[src/rtl/acc_cpu_pkg.sv]
// Shared definitions for the accelerator program sequencer.
package acc_cpu_pkg;

    typedef enum logic [1:0] {
        ST_IDLE  = 2'd0,
        ST_RUN   = 2'd1,
        ST_DRAIN = 2'd2,
        ST_DONE  = 2'd3
    } seq_state_t;

    localparam int unsigned INSTR_W = 8;
    localparam int unsigned LEN_W   = 5;
    localparam int unsigned OPC_MSB = 7;
    localparam int unsigned OPC_LSB = 4;

    localparam logic [3:0] HALT_OP_DEFAULT = 4'hF;

    // Opcode nibble of an instruction byte.
    function automatic logic [3:0] opcode_of(input logic [INSTR_W-1:0] b);
        return b[OPC_MSB:OPC_LSB];
    endfunction

endpackage

[src/rtl/acc_valid_delay.sv]
// Delay line: valid_out follows valid_in by RES_LAT clock cycles.
module acc_valid_delay #(
    parameter int unsigned RES_LAT = 1
) (
    input  logic clk,
    input  logic rst,
    input  logic valid_in,
    output logic valid_out
);

    logic [RES_LAT-1:0] sr;

    // Shift register of pending captures, flushed by reset.
    always_ff @(posedge clk or posedge rst) begin
        if (rst) begin
            sr <= '0;
        end else begin
            sr[0] <= valid_in;
            for (int i = 1; i < int'(RES_LAT); i++) begin
                sr[i] <= sr[i-1];
            end
        end
    end

    assign valid_out = sr[RES_LAT-1];

endmodule

[src/rtl/acc_prog_sequencer.sv]
// Program buffer that replays stored instruction bytes to the CPU and
// captures the CPU results a fixed latency later.
module acc_prog_sequencer
    import acc_cpu_pkg::*;
#(
    parameter int unsigned DEPTH   = 16,
    parameter int unsigned RES_LAT = 1,
    parameter logic [3:0]  HALT_OP = HALT_OP_DEFAULT
) (
    input  logic       clk,
    input  logic       rst,
    input  logic       clear,
    input  logic       load_valid,
    input  logic [7:0] load_data,
    output logic       load_ready,
    input  logic       start,
    output logic [7:0] instr_out,
    output logic       instr_valid,
    input  logic [7:0] result_in,
    output logic [7:0] result_out,
    output logic       result_valid,
    output logic [7:0] signature,
    output logic [4:0] prog_len,
    output logic       busy,
    output logic       done
);

    localparam int unsigned AW = (DEPTH > 1) ? $clog2(DEPTH) : 1;
    localparam int unsigned LW = LEN_W;
    localparam int unsigned DW = INSTR_W;
    localparam int unsigned CW = 2;

    seq_state_t        state, state_n;
    logic [DW-1:0]     mem [DEPTH];
    logic [AW-1:0]     rd_ptr, rd_ptr_n, rd_inc_c;
    logic [LW-1:0]     prog_len_n;
    logic [DW-1:0]     instr_out_n, result_out_n, signature_n;
    logic              instr_valid_n, result_valid_n;
    logic              load_ready_n, busy_n, done_n;
    logic [CW-1:0]     drain_cnt, drain_cnt_n;
    logic              wr_en_c, last_c, cap_dly;

    assign rd_inc_c = rd_ptr + AW'(1);
    assign last_c   = (LW'(rd_ptr) == LW'(prog_len - LW'(1))) ||
                      (opcode_of(instr_out) == HALT_OP);

    // Issue-to-capture timing, fed one cycle early by the next-state valid.
    acc_valid_delay #(.RES_LAT(RES_LAT)) u_valid_delay (
        .clk       (clk),
        .rst       (rst),
        .valid_in  (instr_valid_n),
        .valid_out (cap_dly)
    );

    // Program buffer storage; contents survive reset and clear.
    always_ff @(posedge clk) begin
        if (wr_en_c) begin
            mem[prog_len[AW-1:0]] <= load_data;
        end
    end

    // State and registered outputs.
    always_ff @(posedge clk or posedge rst) begin
        if (rst) begin
            state        <= ST_IDLE;
            rd_ptr       <= '0;
            prog_len     <= '0;
            drain_cnt    <= '0;
            instr_out    <= '0;
            instr_valid  <= 1'b0;
            result_out   <= '0;
            result_valid <= 1'b0;
            signature    <= '0;
            load_ready   <= 1'b1;
            busy         <= 1'b0;
            done         <= 1'b0;
        end else begin
            state        <= state_n;
            rd_ptr       <= rd_ptr_n;
            prog_len     <= prog_len_n;
            drain_cnt    <= drain_cnt_n;
            instr_out    <= instr_out_n;
            instr_valid  <= instr_valid_n;
            result_out   <= result_out_n;
            result_valid <= result_valid_n;
            signature    <= signature_n;
            load_ready   <= load_ready_n;
            busy         <= busy_n;
            done         <= done_n;
        end
    end

    // Next-state, buffer control and next output values.
    always_comb begin
        state_n        = state;
        rd_ptr_n       = rd_ptr;
        prog_len_n     = prog_len;
        drain_cnt_n    = drain_cnt;
        instr_out_n    = '0;
        instr_valid_n  = 1'b0;
        wr_en_c        = 1'b0;
        result_valid_n = cap_dly;
        result_out_n   = result_out;
        signature_n    = signature;

        if (cap_dly) begin
            result_out_n = result_in;
            signature_n  = signature ^ result_in;
        end

        case (state)
            ST_IDLE: begin
                if (clear) begin
                    prog_len_n = '0;
                end else if (start && (prog_len != '0)) begin
                    state_n       = ST_RUN;
                    rd_ptr_n      = '0;
                    instr_out_n   = mem[0];
                    instr_valid_n = 1'b1;
                    signature_n   = '0;
                end else if (load_valid && load_ready) begin
                    wr_en_c    = 1'b1;
                    prog_len_n = prog_len + LW'(1);
                end
            end
            ST_RUN: begin
                if (last_c) begin
                    state_n     = ST_DRAIN;
                    drain_cnt_n = CW'(RES_LAT - 1);
                end else begin
                    rd_ptr_n      = rd_inc_c;
                    instr_out_n   = mem[rd_inc_c];
                    instr_valid_n = 1'b1;
                end
            end
            ST_DRAIN: begin
                if (drain_cnt == '0) begin
                    state_n = ST_DONE;
                end else begin
                    drain_cnt_n = drain_cnt - CW'(1);
                end
            end
            ST_DONE: begin
                state_n = ST_IDLE;
            end
            default: begin
                state_n = ST_IDLE;
            end
        endcase

        busy_n       = (state_n == ST_RUN) || (state_n == ST_DRAIN);
        done_n       = (state_n == ST_DONE);
        load_ready_n = (state_n == ST_IDLE) && (prog_len_n < LW'(DEPTH));
    end

endmodule
[config.mk]
export PLATFORM = sky130hd
export DESIGN_NAME = acc_prog_sequencer
export DESIGN_NICKNAME = d
export VERILOG_FILES = /design/src/rtl/acc_cpu_pkg.sv /design/src/rtl/acc_valid_delay.sv /design/src/rtl/acc_prog_sequencer.sv
export SDC_FILE = /design/constraint.sdc
export NUM_CORES = 1
export LEC_CHECK = 0
export CORE_MARGIN = 2
export CORE_UTILIZATION = 35
export DETAILED_ROUTE_END_ITERATION = 10
export GPL_ROUTABILITY_DRIVEN = 0
export HOLD_SLACK_MARGIN = 0.15
export PLACE_DENSITY = 0.57
export REMOVE_ABC_BUFFERS = 1
export SLEW_MARGIN = 20
export SYNTH_ARGS = -nofsm -noshare
export SYNTH_HDL_FRONTEND = slang
export SYNTH_HIERARCHICAL = 1
export SYNTH_SLANG_ARGS = --single-unit
export TNS_END_PERCENT = 20
[constraint.sdc]
create_clock -name clk -period 4.6 [get_ports clk]
set_input_delay 0.92 -clock clk [delete_from_list [all_inputs] [get_ports clk]]
set_output_delay 0.92 -clock clk [all_outputs]
set_load 0.05 [all_outputs]
==> results.json, run 1 <==
{
  "grt.busiest_layer": "met2",
  "setup_viol_count_final": 0,
  "slew_violations": 0,
  "vias_per_cell": 4.87,
  "grt_pass1_wl_um": 22400,
  "final_nets": 500,
  "synth_edf_count": 128,
  "dpl.hpwl_um": 9630,
  "hold_class": "flip-flop to flip-flop",
  "yosysTopAreaCell": "edfxtp_1",
  "ys_seq_area_share_pct": 71.0,
  "cp.required_ns": 4.66,
  "post-route-drc-count": 0,
  "ctsResizeCount": 0,
  "synth_flop_cell": "edfxtp_1",
  "met2_usage_pct": 25.5,
  "worst_slew_pin_slew_ns": 1.09,
  "max_freq_mhz": 334,
  "die-width_um": 145,
  "hold_slack_ns": 0.514,
  "antenna_cells": 0,
  "io_pins": 55,
  "worstPathMaxFanout": 8,
  "drtPass1Iterations": 4,
  "final_area_mm2": 0.00840,
  "ys_types": 37,
  "grt_setup_unrepaired": "no",
  "vdd_drop_max_v": 0.000420,
  "start_util_pct": 35.6,
  "worst-setup-path-type": "flip-flop to flip-flop",
  "utilization_pct": 43.2,
  "timing.rr.start": "prog_len[0]$_DFFE_PP0P_",
  "htree_levels": 4,
  "synthCells": 405,
  "drt_iter0_drc": 221,
  "cts.sinks": 171,
  "rr_endpoint": "mem[7][0]$_DFFE_PP_",
  "antenna_found_initial": 0,
  "outcome": "finished clean",
  "power.density_mw_per_mm2": 711,
  "cp-end-kind": "flip-flop",
  "routedWlPerCell_um": 19.5,
  "min_period_over_period_pct": 65.0,
  "vias": 3640,
  "core-area_mm2": 0.0195,
  "synth_common_cells": "edfxtp_1 (128), dfrtp_1 (42), nand2_1 (33)",
  "cts_hold_buf": 0,
  "die_h_um": 145,
  "die_area_mm2": 0.0209,
  "synth-seq-cells": 171,
  "clkTransAtPathRegs_ns": 0.07,
  "r2r_cells": 6,
  "grt_pass1_vias": 3781,
  "area_growth_pct": 21.3,
  "maxCapViolations": 0,
  "totalPowerFinal_uw": 5970,
  "drive_gt1_share_pct": 15.7,
  "routed_wirelength_um": 14600,
  "cts_tree": "built",
  "cts_root_buf": "clkbuf_16",
  "synth.area.top_cells": "edfxtp_1 (55%), dfrtp_1 (15%), mux4_2 (10%), mux2i_1 (2.7%), nand2_1 (1.8%)",
  "async_reset_ff_share_pct": 25.1,
  "grtUsageTotal_pct": 15.1,
  "ys_warn_count": 6,
  "leakage_uw": 0.00295,
  "use_met3_pct": 3.29,
  "avgSynthCellArea_um2": 17.1,
  "place_area_mm2": 0.00778,
  "finalHoldViolCount": 0,
  "fin_skew_ns": 0.00861,
  "critPathArrivalTime_ns": 3.05,
  "cp-startpoint": "prog_len[0]$_DFFE_PP0P_",
  "clkLatencyLatePin_ns": 0.43,
  "use_met1_pct": 18.9,
  "min_period_ns": 2.99,
  "grt_overflow_total": 0,
  "cts.path.max_buffers": 2,
  "ff2ff_setup_slack_ns": 1.61,
  "num_rows": 51,
  "fin_setup_tns_ns": 0,
  "synth_top_area_share_pct": 55.5,
  "cts_made_buffers": 17,
  "relSlewSlack_pct": 27.0,
  "syn_area_mm2": 0.00693,
  "grt_max_degree": 43,
  "antenna_left": 0,
  "port_buffers": 54,
  "endpoint": "mem[7][0]$_DFFE_PP_",
  "yosysMostFrequentCell": "edfxtp_1",
  "start_kind": "flip-flop",
  "post_cts_buffers": 0
}
[cell type report]
type                       count  area (µm²)
clock buffer                  23         489
clock inverter                 9         135
fill                        1709       11100
inverter                      16        60.1
multi-input combinational    203        1870
sequential                   171        4920
tap                          265         332
timing repair buffer          61         593
[worst min path at each step]
stage                              from                     end  slack, ns  depth (start not counted)
CTS                 mem[0][4]$_DFFE_PP_  instr_out[4]$_DFF_PP0_       0.51                          1
finish              mem[0][0]$_DFFE_PP_  instr_out[0]$_DFF_PP0_       0.51                          1
detailed placement  mem[0][4]$_DFFE_PP_  instr_out[4]$_DFF_PP0_       0.49                          1
floorplan           mem[0][0]$_DFFE_PP_  instr_out[0]$_DFF_PP0_       0.46                          1
global placement    mem[0][4]$_DFFE_PP_  instr_out[4]$_DFF_PP0_       0.50                          1
global route        mem[0][4]$_DFFE_PP_  instr_out[4]$_DFF_PP0_       0.53                          1
[metal layers]
| metal | share of wire [%] | wire [µm] |
|---|---|---|
| met3 | 4.2 | 610 |
| met4 | 1.6 | 237 |
| met2 | 51 | 7450 |
| met1 | 43 | 6310 |
| met5 | 0 | 0 |
[power breakdown]
part | switching, µW | leakage [µW] | total, µW | internal [µW]
combinational | 1420 | 0.000976 | 2490 | 1070
sequential | 138 | 0.00168 | 1980 | 1840
clock | 582 | 0.000295 | 1500 | 918
total | 2140 | 0.00295 | 5970 | 3830
[critical path, stage by stage (launching register included)]
cell and delay [ns]:
dfrtp_1 0.47, inv_1 0.16, ha_1 0.21, or4b_4 0.52, a211oi_4 0.42, nand2_1 0.26
nor2_1 0.58
[sequential cells by signal, indices dropped and copies added (netlist names), 2 cells and up]
| name | flops |
|---|---|
| drain_cnt | 2 |
| instr_out | 8 |
| mem | 128 |
| prog_len | 5 |
| rd_ptr | 4 |
| result_out | 8 |
| signature | 8 |
| state | 2 |
[cells by family (layout without fill, tap and decap cells)]
kind of cell	Yosys count	count (layout)	share of synthesized area [%]
fa+ha+maj	9	9	1.63
simple gates	91	91	5.89
flops	171	171	71.0
buf+inv	31	109	2.11
compound gates	33	33	3.61
xor+xnor	19	19	2.60
mux	51	51	13.1
[metrics by stage]
step	instances	worst slack [ns]
after global placement	716	1.38
after CTS	748	1.54
after detailed placement	716	1.23
after floorplan	390	0.877
after global routing	748	1.38
final	748	1.61
[cell usage in the layout, fill, tap and decap left out, types with 2 or more instances in the layout]
| master | instances |
|---|---|
| nor2b_1 | 3 |
| a22o_1 | 2 |
| clkbuf_16 | 18 |
| mux2i_1 | 19 |
| a21oi_1 | 2 |
| xor2_1 | 11 |
| o21ai_0 | 12 |
| clkbuf_8 | 2 |
| nor3_1 | 7 |
| buf_4 | 7 |
| mux4_2 | 32 |
| inv_1 | 15 |
| clkinvlp_4 | 3 |
| xnor2_1 | 6 |
| edfxtp_1 | 128 |
| and3_1 | 2 |
| nor2_1 | 29 |
| a211oi_1 | 3 |
| bufinv_16 | 3 |
| a32o_1 | 8 |
| dfrtp_1 | 42 |
| clkdlybuf4s50_1 | 54 |
| clkbuf_1 | 3 |
| nand2b_1 | 7 |
| ha_1 | 8 |
| nand2_1 | 33 |
| nand3_1 | 5 |
Note: power is estimated with default switching activity, not from simulation.
==> run 2: changes to the inputs <==
PLACE_DENSITY = 0.58   (was 0.57)
clock period = 2.6 ns   (was 4.6 ns; I/O delays follow)
==> run 2 against run 1 <==
  * Global-route usage increased by 0.18 points
  * Utilization increased by 0.93 points
  * Final area increased by 2.2%
  * Worst setup slack got worse by 1.4 ns
  * Sequential power increased by 77%
  * Largest cell class unchanged
  * Highest routed layer unchanged
==> results.json, run 2 (same netlist as run 1, synthesis figures left out) <==
{
  "finalHoldViolCount": 0,
  "die_h_um": 145,
  "drt_iter0_drc": 305,
  "seqPwrFrac_pct": 32.8,
  "totalPowerFinal_uw": 10700,
  "register_area_mm2": 0.00492,
  "netSwitchingFraction_pct": 36.5,
  "io_pins": 55,
  "fin_setup_tns_ns": 0,
  "port_buffers": 54,
  "maxCapViolations": 0,
  "min_period_over_period_pct": 93.6,
  "post-route-drc-count": 0,
  "die-width_um": 145,
  "cts_root_buf": "clkbuf_16",
  "routedWlPerCell_um": 19.2,
  "cts.sinks": 171,
  "cts.path.max_buffers": 2,
  "power.density_mw_per_mm2": 1250,
  "power_frac_comb_pct": 42.9,
  "clkTransAtPathRegs_ns": 0.06,
  "final_area_mm2": 0.00858,
  "final_nets": 524,
  "final_cell_mix": "edfxtp_1 (128), clkdlybuf4s50_1 (54), dfrtp_1 (42)",
  "p_clk_share_pct": 24.3,
  "grt_pass1_wl_um": 22900,
  "mostFrequentLayoutCell": "edfxtp_1",
  "internal_power_uw": 6780,
  "antenna_left": 0,
  "post_cts_buffers": 0,
  "slew_violations": 0,
  "setup_viol_count_final": 0,
  "vdd_drop_max_v": 0.000540,
  "largest_reg_flops": 128,
  "min_period_ns": 2.43,
  "cp-end-kind": "flip-flop",
  "worst-setup-path-type": "flip-flop to flip-flop",
  "vias": 3770,
  "start_util_pct": 35.6,
  "clkLatencyLatePin_ns": 0.42,
  "nFillCells": 1699,
  "p_sw_uw": 3900,
  "grtUsageTotal_pct": 15.3,
  "hold_class": "primary input to asynchronous set/reset pin",
  "core-area_mm2": 0.0195,
  "fin_skew_ns": 0.00851,
  "worstPathMaxFanout": 8,
  "die_area_mm2": 0.0209,
  "grt_overflow_total": 0,
  "hold_slack_ns": 0.281,
  "routed_wirelength_um": 14800,
  "leakage_uw": 0.00309,
  "cp.required_ns": 2.73,
  "area_growth_pct": 23.9,
  "max_freq_mhz": 411,
  "critPathArrivalTime_ns": 2.57,
  "multi_input_area_mm2": 0.00187,
  "outcome": "finished clean",
  "num_rows": 51,
  "htree_levels": 4,
  "grt_max_degree": 34,
  "vias_per_cell": 4.88,
  "ctsResizeCount": 0,
  "place_area_mm2": 0.00797,
  "dpl.hpwl_um": 9790,
  "antenna_cells": 0,
  "worst_slew_pin_slew_ns": 0.740,
  "relSlewSlack_pct": 50.5,
  "cts_hold_buf": 0,
  "grt_setup_unrepaired": "no",
  "cts_tree": "built",
  "drive_gt1_share_pct": 20.1,
  "cts_made_buffers": 17,
  "drtPass1Iterations": 5,
  "grt_pass1_vias": 3857,
  "start_kind": "flip-flop",
  "antenna_found_initial": 0
}
## run 2: cell types whose count changed in the layout (fill, tap and decap cells not counted)
cell,change
o21ai_1,+1
clkbuf_8,-2
inv_8,+1
clkinv_1,+1
clkinv_2,+1
buf_6,+1
o21ai_0,-1
inv_6,+5
buf_4,+22
clkbuf_16,-1
buf_12,+1
clkinvlp_4,-2
clkbuf_1,-3
## run 2: cell type report
type	instances	share of cell area [%]
Clock buffer	17	4.96
Multi-Input combinational cell	203	21.8
Inverter	16	0.700
Timing Repair Buffer	85	9.20
Clock inverter	15	2.14
Tap cell	265	3.86
Sequential cell	171	57.3
## run 2: final timing paths
| kind | start | to | slack (ns) | cells after the start |
|---|---|---|---|---|
| setup / recovery | prog_len[0]$_DFFE_PP0P_ | mem[15][5]$_DFFE_PP_ | 0.17 | 7 |
| hold / removal | rst | u_valid_delay/valid_out$_DFF_PP0_ | 0.28 | 2 |
| setup reg to reg | prog_len[0]$_DFFE_PP0P_ | mem[15][5]$_DFFE_PP_ | 0.17 | 7 |
| hold reg to reg | mem[0][0]$_DFFE_PP_ | instr_out[0]$_DFF_PP0_ | 0.51 | 1 |
| max in group asynchronous | rst | instr_out[0]$_DFF_PP0_ | 1.47 | 3 |
| min in group clk | mem[0][0]$_DFFE_PP_ | instr_out[0]$_DFF_PP0_ | 0.51 | 1 |
## run 2: metrics by stage
| step | util (%) | cells | setup WS [ns] |
|---|---|---|---|
| 4_1_cts | 44.1 | 772 | 0.127 |
| 3_5_place_dp | 41.0 | 740 | 0.0376 |
| 5_1_grt | 44.1 | 772 | 0.00687 |
| 2_1_floorplan | - | 390 | -1.12 |
| 6_report | 44.1 | 772 | 0.165 |
| 3_3_place_gp | 41.0 | 740 | 0.0759 |
## run 2: worst max-delay path, stage by stage, from the launching register on
cell and delay (ns):
dfrtp_1 0.37, inv_1 0.12, ha_1 0.18, or4b_4 0.51, a211oi_4 0.39, nand2_1 0.19
nor2_1 0.17, buf_4 0.20
## run 2: per-layer routing
metal  part of all wire, %  global-route usage [%]  wire (µm)
met1                    46                    21.4       6830
met2                    47                    23.8       7010
met3                   5.2                    3.29        771
met4                   1.2                    5.37        182
met5                     0                       0          0
## run 2: power by group through the flow
stage	Sequential, µW	Clock, µW	Combinational (µW)
after floorplan	4410	0	2300
after global placement	3550	0	4590
after detailed placement	3560	0	4640
after CTS	3510	2640	4650
after global routing	3540	2750	4940
final	3510	2600	4580
==> run 3: changes to the inputs <==
CORE_UTILIZATION = 25   (was 35)
CTS_CLUSTER_DIAMETER = 60   (was unset)
PLACE_DENSITY = 0.46   (was 0.58)
SLEW_MARGIN = unset   (was 20)
==> run 3 against run 2 <==
  * First-iteration DRC count shrank 20%
  * Via count shrank 1.4%
  * Total power shrank 0.48%
  * Global-route usage shrank 3.8 points
  * Register-to-register slack lost 0.03 ns
  * Clock power shrank 3%
  * Sequential share of layout area shrank 1.1 points
  * Non-clock buffer count grew 7
  * Clock skew grew 0.0040 ns
  * Count of clock-buffer cells in the layout grew 1
  * Die area grew 39%
  * Sequential power is essentially flat
==> results.json, run 3 (same netlist as run 1, synthesis figures left out) <==
{
  "outcome": "finished clean",
  "post-route-drc-count": 0,
  "grt_pass1_vias": 3882,
  "placed_cells_incl_taps": 854,
  "clkTransAtPathRegs_ns": 0.07,
  "finalHoldViolCount": 0,
  "use_met1_pct": 15.4,
  "cts.path.max_buffers": 2,
  "die_h_um": 170,
  "grtUsageTotal_pct": 11.5,
  "ff2ff_setup_slack_ns": 0.13,
  "cp.required_ns": 2.90,
  "antenna_found_initial": 0,
  "dpl.hpwl_um": 10800,
  "min_period_over_period_pct": 94.9,
  "start_kind": "flip-flop",
  "cts_root_buf": "clkbuf_16",
  "start_util_pct": 25.6,
  "final_cell_mix": "edfxtp_1 (128), clkdlybuf4s50_1 (54), dfrtp_1 (42)",
  "io_pins": 55,
  "critPathMaxStageDelay_ns": 0.56,
  "antenna_left": 0,
  "cts_made_buffers": 17,
  "routed_wirelength_um": 15800,
  "min_period_ns": 2.47,
  "fin_skew_ns": 0.0125,
  "worst-setup-path-type": "flip-flop to flip-flop",
  "clkLatencyLatePin_ns": 0.43,
  "largest_reg_flops": 128,
  "slew_violations": 0,
  "drt_iter0_drc": 245,
  "grt_max_degree": 34,
  "grt_setup_unrepaired": "no",
  "antenna_cells": 0,
  "met2_usage_pct": 18.2,
  "relSlewSlack_pct": 54.7,
  "die-width_um": 170,
  "layout.cells.non_filler": 886,
  "multi_input_area_mm2": 0.00187,
  "maxCapViolations": 0,
  "worst_slew_pin_slew_ns": 0.677,
  "register_area_mm2": 0.00492,
  "die_area_mm2": 0.0291,
  "critPathArrivalTime_ns": 2.76,
  "hold_class": "primary input to asynchronous set/reset pin",
  "num_rows": 60,
  "final_nets": 531,
  "core-area_mm2": 0.0271,
  "fin_setup_tns_ns": 0,
  "max_freq_mhz": 405,
  "vdd_drop_max_v": 0.000708,
  "path_cells": "ha_2 > buf_12 > mux4_2 > mux2i_1 > nand2_1 > a32o_1",
  "cts_tree": "built",
  "grt_overflow_total": 0,
  "leakage_uw": 0.00311,
  "setup_viol_count_final": 0,
  "slowest_stage": "mux4_2",
  "cts.sinks": 171,
  "mostFrequentLayoutCell": "edfxtp_1",
  "area_growth_pct": 26.4,
  "use_met3_pct": 2.79,
  "routedWlPerCell_um": 17.8,
  "drive_gt1_share_pct": 21.4,
  "drtPass1Iterations": 5,
  "grt.busiest_layer": "met2",
  "cp-end-kind": "flip-flop",
  "vias": 3716,
  "power.density_mw_per_mm2": 1210,
  "grt_pass1_wl_um": 23900,
  "port_buffers": 54,
  "htree_levels": 4,
  "nFillCells": 2601,
  "vias_per_cell": 4.19,
  "worstPathMaxFanout": 33
}
-- run 3: cell count changes in the layout (fill, tap and decap cells not counted) --
cell / before / now
buf_12: 1 / 2
buf_4: 29 / 36
buf_6: 1 / 0
bufinv_16: 3 / 1
clkbuf_8: 0 / 1
clkinv_1: 1 / 0
clkinv_2: 2 / 0
clkinv_4: 1 / 3
clkinvlp_4: 1 / 2
inv_6: 6 / 5
inv_8: 1 / 3
-- run 3: cell type report --
type	instances	area share, %
clock buffer	18	5.01
clock inverter	14	1.70
inverter	16	0.686
multi-input combinational	203	21.4
sequential	171	56.2
tap	372	5.32
timing repair buffer	92	9.72
-- run 3: timing repair --
action,CTS,global route
setup endpoints to repair,0,9
buffers inserted,0,0
hold buffers,0,0
gates resized for setup,0,1
-- run 3: power breakdown --
| part | internal [µW] | total, µW | switching, µW | leakage (µW) |
|---|---|---|---|---|
| clock network | 1380 | 2520 | 1130 | 0.000284 |
| registers | 3260 | 3480 | 226 | 0.00168 |
| logic | 2020 | 4630 | 2610 | 0.00115 |
| total | 6660 | 10600 | 3980 | 0.00311 |
-- run 3: per-layer routing --
layer,share of wire [%],routed length [µm]
met5,0,0
met4,1.3,208
met3,3.6,564
met2,48,7560
met1,47,7440
-- run 3: worst paths after layout --
path                                                 from                                end  cells past startpoint
worst max-delay path                rd_ptr[1]$_DFFE_PP0P_             instr_out[1]$_DFF_PP0_                      6
max in group asynchronous                             rst               load_ready$_DFF_PP1_                      3
worst min-delay path                                  rst  u_valid_delay/valid_out$_DFF_PP0_                      2
worst min register to register  result_out[7]$_DFFE_PP0P_          result_out[7]$_DFFE_PP0P_                      2
min in group clk                result_out[7]$_DFFE_PP0P_          result_out[7]$_DFFE_PP0P_                      2
worst max register to register      rd_ptr[1]$_DFFE_PP0P_             instr_out[1]$_DFF_PP0_                      6
-- run 3: stage by stage --
stage               area [µm²]  hold slack (ns)  total power (µW)  util, %  setup WS [ns]
CTS                       8760            0.269             10800     32.3          0.140
floorplan                 6840            0.249              6710        -          -1.12
finish                    8760            0.291             10600     32.3          0.132
global placement          8170            0.512              8210     30.1         0.0789
global route              8760            0.301             11200     32.3         0.0247
detailed placement        8170            0.507              8240     30.1         0.0783
-- run 3: worst max-delay path: cells and delay by family, from the launching register on --
kind | cells | cell delay (ns)
DFF | 1 | 0.45
and+or+nand+nor | 1 | 0.12
buffers and inverters | 1 | 0.25
muxes | 2 | 0.79
AOI/OAI and AO/OA | 1 | 0.31
adders and majority gates | 1 | 0.38
